--- src/rtl/param_seq_detector_pkg.sv ---
// seq_det_pkg: constants and helpers shared by the serial sequence detector.
//   SEQ_DET_MAX_LEN         - largest supported pattern length
//   SEQ_DET_DEFAULT_PATTERN - pattern loaded at reset (LSB-aligned, first bit is MSB)
//   sat_inc()               - saturating increment against an explicit ceiling
package seq_det_pkg;

  localparam int unsigned SEQ_DET_MAX_LEN = 16;
  localparam logic [SEQ_DET_MAX_LEN-1:0] SEQ_DET_DEFAULT_PATTERN = 16'b1010;

  function automatic logic [31:0] sat_inc(input logic [31:0] value,
                                          input logic [31:0] ceiling);
    return (value >= ceiling) ? ceiling : value + 32'd1;
  endfunction

endpackage

--- src/rtl/param_seq_detector.sv ---
// param_seq_detector: parametrised Mealy serial-bit sequence detector.
//   Pattern length LEN (2..16), pattern runtime-loadable via cfg_load,
//   overlapping or non-overlapping detection selected per bit by overlap.
//   Optional saturating match counter enabled by SEQ_DET_MATCH_CNT_EN.
// Ports:
//   clk         - rising-edge clock
//   rst_n       - synchronous active-low reset
//   x, x_valid  - serial data bit and its qualifier
//   overlap     - 1 = overlapping, 0 = non-overlapping detection
//   cfg_load    - load cfg_pattern (clears history, discards x this cycle)
//   cfg_pattern - new pattern, bit LEN-1 is the first bit received
//   z           - single-cycle Mealy match pulse
//   match_cnt   - saturating match count (tied to 0 unless SEQ_DET_MATCH_CNT_EN)
module param_seq_detector
  import seq_det_pkg::*;
#(
  parameter int unsigned    LEN             = 4,
  parameter logic [LEN-1:0] DEFAULT_PATTERN = LEN'(SEQ_DET_DEFAULT_PATTERN),
  parameter int unsigned    CNT_W           = 8
) (
  input  logic             clk,
  input  logic             rst_n,
  input  logic             x,
  input  logic             x_valid,
  input  logic             overlap,
  input  logic             cfg_load,
  input  logic [LEN-1:0]   cfg_pattern,
  output logic             z,
  output logic [CNT_W-1:0] match_cnt
);

  localparam int unsigned FILL_W = $clog2(LEN);
  localparam logic [FILL_W-1:0] FILL_FULL = FILL_W'(LEN - 1);

  logic [LEN-1:0]    pat_q;
  logic [LEN-2:0]    hist_q;
  logic [FILL_W-1:0] fill_q;
  logic [LEN-1:0]    win;
  logic              full;

  assign win  = {hist_q, x};
  assign full = (fill_q == FILL_FULL);
  // cfg_load masks the match so the discarded bit can never pulse z.
  assign z    = x_valid & ~cfg_load & full & (win == pat_q);

  always_ff @(posedge clk) begin
    if (!rst_n) begin
      pat_q  <= DEFAULT_PATTERN;
      hist_q <= '0;
      fill_q <= '0;
    end else if (cfg_load) begin
      pat_q  <= cfg_pattern;
      hist_q <= '0;
      fill_q <= '0;
    end else if (x_valid) begin
      if (z && !overlap) begin
        // Non-overlapping: the next match needs LEN fresh bits.
        hist_q <= '0;
        fill_q <= '0;
      end else begin
        hist_q <= win[LEN-2:0];
        if (!full) fill_q <= fill_q + 1'b1;
      end
    end
  end

`ifdef SEQ_DET_MATCH_CNT_EN
  logic [CNT_W-1:0] cnt_q;

  always_ff @(posedge clk) begin
    if (!rst_n || cfg_load) begin
      cnt_q <= '0;
    end else if (z) begin
      cnt_q <= CNT_W'(sat_inc(32'(cnt_q), 32'({CNT_W{1'b1}})));
    end
  end

  assign match_cnt = cnt_q;
`else
  assign match_cnt = '0;
`endif

endmodule

--- config.mk ---
export PLATFORM = sky130hd
export DESIGN_NAME = param_seq_detector
export DESIGN_NICKNAME = d
export VERILOG_FILES = /design/src/rtl/param_seq_detector_pkg.sv /design/src/rtl/param_seq_detector.sv
export SDC_FILE = /design/constraint.sdc
export NUM_CORES = 1
export LEC_CHECK = 0
export ABC_AREA = 1
export CORE_MARGIN = 3
export CORE_UTILIZATION = 42
export CTS_CLUSTER_SIZE = 16
export DETAILED_ROUTE_END_ITERATION = 10
export PLACE_DENSITY_LB_ADDON = 0.15
export SLEW_MARGIN = 20
export SYNTH_ARGS = -nofsm -noshare
export SYNTH_HDL_FRONTEND = slang
export SYNTH_SLANG_ARGS = --single-unit
--- constraint.sdc ---
create_clock -name clk -period 1.6 [get_ports clk]
set_clock_uncertainty 0.1 [all_clocks]
set_input_delay 0.16 -clock clk [delete_from_list [all_inputs] [get_ports clk]]
set_output_delay 0.16 -clock clk [all_outputs]
set_load 0.1 [all_outputs]
==> impl_metrics.yaml <==
synthesis:
  synth-main-ff-cell: "dfxtp_1"
  yosys-top-cells-count: "nand2_1, inv_1, dfxtp_1"
  synth-seq-cells: 9
  synth_edf_count: 0
  synthMostInstantiatedCell: "nand2_1"
  synth_cell_types: 20
  ys_top_cells_by_area: "dfxtp_1, nand2_1, buf_4"
  synth-async-reset-ratio: 0
  syn_area_um2: 549
  yosysTopAreaCell: "dfxtp_1"
  synth_top_area_share: 0.328
  syn_inst: 77
  synth_area_per_cell_um2: 7.13
  synth_warnings: 0
  ys_seq_area_frac: 0.328
cells_and_area:
  area_delta_synth_final_pct: 37.4
  layout-drive-gt1-share: 0.250
  fin_nets: 108
  fillers: 103
  antenna_cells: 0
worst_setup_path:
  cp.arrival_ps: 1300
  max_stage_delay_ps: 350
  worst_setup_path_start_kind: "flop"
  cp_slowest_cell: "dfxtp_2"
  endpoint_kind: "output pin"
  critPathKind: "flop to output pin"
  path_delay_family: "simple AND/OR/NAND/NOR gates"
  crit_required_ps: 1340
  cp_cell_sequence: "ha_4 > nand3_4 > nor2_4 > and3_4 > buf_12"
  critPathBufInv: 1
  critPathMaxFanout: 2
placed_design:
  gp_congestion: 0.784
  pre_cts_slack_ps: -38.9
  port_buffers: 10
  hpwl_um: 807
pwr:
  p_comb_frac: 0.291
  power.internal_uw: 381
  p_seq_frac: 0.410
  leakage_uw: 0.000363
  power.density_nw_per_um2: 794
  clockPowerShare: 0.299
  ir_worst_vdd_uv: 502
  p_sw_frac: 0.363
  p_sw_uw: 218
  p_total_uw: 599
route:
  wl_met1_um: 527
  wl_met2_um: 479
  drt_iter0_markers: 4
  avgViaCountPerCell: 4.36
  route.met3.wl_um: 47
  avgRoutedWirePerCell_um: 9.65
  via_count: 480
  routed_wl_mm: 1.06
  drc: 0
  drt.antenna.violating_nets: 0
  routed.top_layer: "met4"
  drt_first_pass_iters: 4
grt:
  gr-total-overflow: 0
  grt_usage: 0.124
  antenna_found_initial: 0
  grt_max_degree: 10
  grt_pass1_vias: 430
  grt_pass1_wl_mm: 1.73
cts:
  cts_buffers: 3
  h-tree-depth: 1
  numClockSinks: 9
  cts_tree: "yes"
  path_clk_slew_ps: 60
  clk_latency_ps: 260
  cts_root_buf: "clkbuf_4"
  cts_buffer_depth: 2
floorplan:
  start_util: 0.469
  ioPinCount: 19
  die-area_um2: 1780
  core_region_area_um2: 1170
  row_count: 12
  die_h_um: 42.2
  die_w_um: 42.2
sta:
  maxClockFrequency_ghz: 0.641
  setup_tns_ps: 0
  rsz0062_at_grt: "yes"
  setup_viol: 0
  min_period_over_period: 0.975
  hold_violations: 0
  holdWs_ps: 121
  setup_ws_ps: 40.2
  maxSlewViolCount: 0
  final.min_clock_period_ps: 1560
flow_run:
  max_cap_violations: 0
hold_path:
  hold_path_class: "primary input to flop"
run_status:
  outcome: "complete, no violations"
[area by class of cell]
cell class	count	area, um2	area share
clock buffer	4	26.3	0.0348
inverter	12	45.0	0.0597
multi-input combinational	54	317	0.420
sequential	9	184	0.244
tap	14	17.5	0.0232
timing repair buffer	17	165	0.219
[placed cells by master (no fill, tap or decap), types with 2 or more instances in the layout]
| master | n |
|---|---|
| dfxtp_2 | 3 |
| buf_4 | 7 |
| nor2_4 | 2 |
| nor2_1 | 4 |
| clkdlybuf4s50_1 | 8 |
| clkbuf_4 | 3 |
| a21oi_1 | 6 |
| nand3_1 | 2 |
| conb_1 | 8 |
| o21ai_0 | 6 |
| inv_1 | 11 |
| dfxtp_1 | 6 |
| nand2_1 | 18 |
| nand2_2 | 2 |
[flip-flops by register name (all words and copies together) (netlist names)]
register / count
hist_q: 3
fill_q: 2
pat_q: 4
[routing by layer]
layer  global-route usage  vias to the layer above
met5                    0                        -
met4               0.0745                        0
met3               0.0300                        2
met2                0.201                       12
met1                0.146                      206
li1                     -                      260
[what timing repair did]
item | CTS | global route
hold buffers | 0 | 0
endpoints found under the hold margin | 0 | 0
gates resized for setup | 7 | 3
endpoints found under the setup margin | 1 | 1
pin swaps | 4 | 4
buffers inserted | 2 | 1
gates cloned | 0 | 0
[stage by stage]
step | util | instance area [um2] | cells
after CTS | 0.623 | 729 | 109
after global placement | 0.566 | 663 | 103
final | 0.644 | 754 | 110
after global routing | 0.644 | 754 | 110
after detailed placement | 0.566 | 663 | 103
after floorplan | - | 577 | 84
[power by group through the flow]
| stage | logic [uW] | registers [uW] | clock network, uW |
|---|---|---|---|
| global route | 185 | 247 | 204 |
| floorplan | 144 | 247 | 0 |
| detailed placement | 165 | 249 | 0 |
| finish | 174 | 246 | 179 |
| global placement | 164 | 248 | 0 |
| CTS | 172 | 245 | 185 |
[final timing paths]
check,from,endpoint,slack (ps),cells after the start
worst min-delay path,x,hist_q[0],120,3
worst max register to register,fill_q[0],fill_q[1],170,9
worst min register to register,pat_q[2],pat_q[2],370,2
worst max-delay path,fill_q[0],z,40,5
[worst min-delay path, cell delays in order]
cell and delay [ps]:
dlymetal6s2s_1 150, nand2_1 80, a21oi_1 60
[logic make-up (layout without fill, tap and decap cells)]
| logic type | count (synthesis) | after routing | share of synthesized area |
|---|---|---|---|
| compound gates | 12 | 12 | 0.109 |
| xor+xnor | 1 | 1 | 0.0159 |
| fa+ha+maj | 1 | 1 | 0.0228 |
| buf+inv | 21 | 33 | 0.212 |
| flops | 9 | 9 | 0.328 |
| other cells | 1 | 8 | 0.00683 |
| simple gates | 32 | 32 | 0.305 |
(Power assumes the default switching activity.)
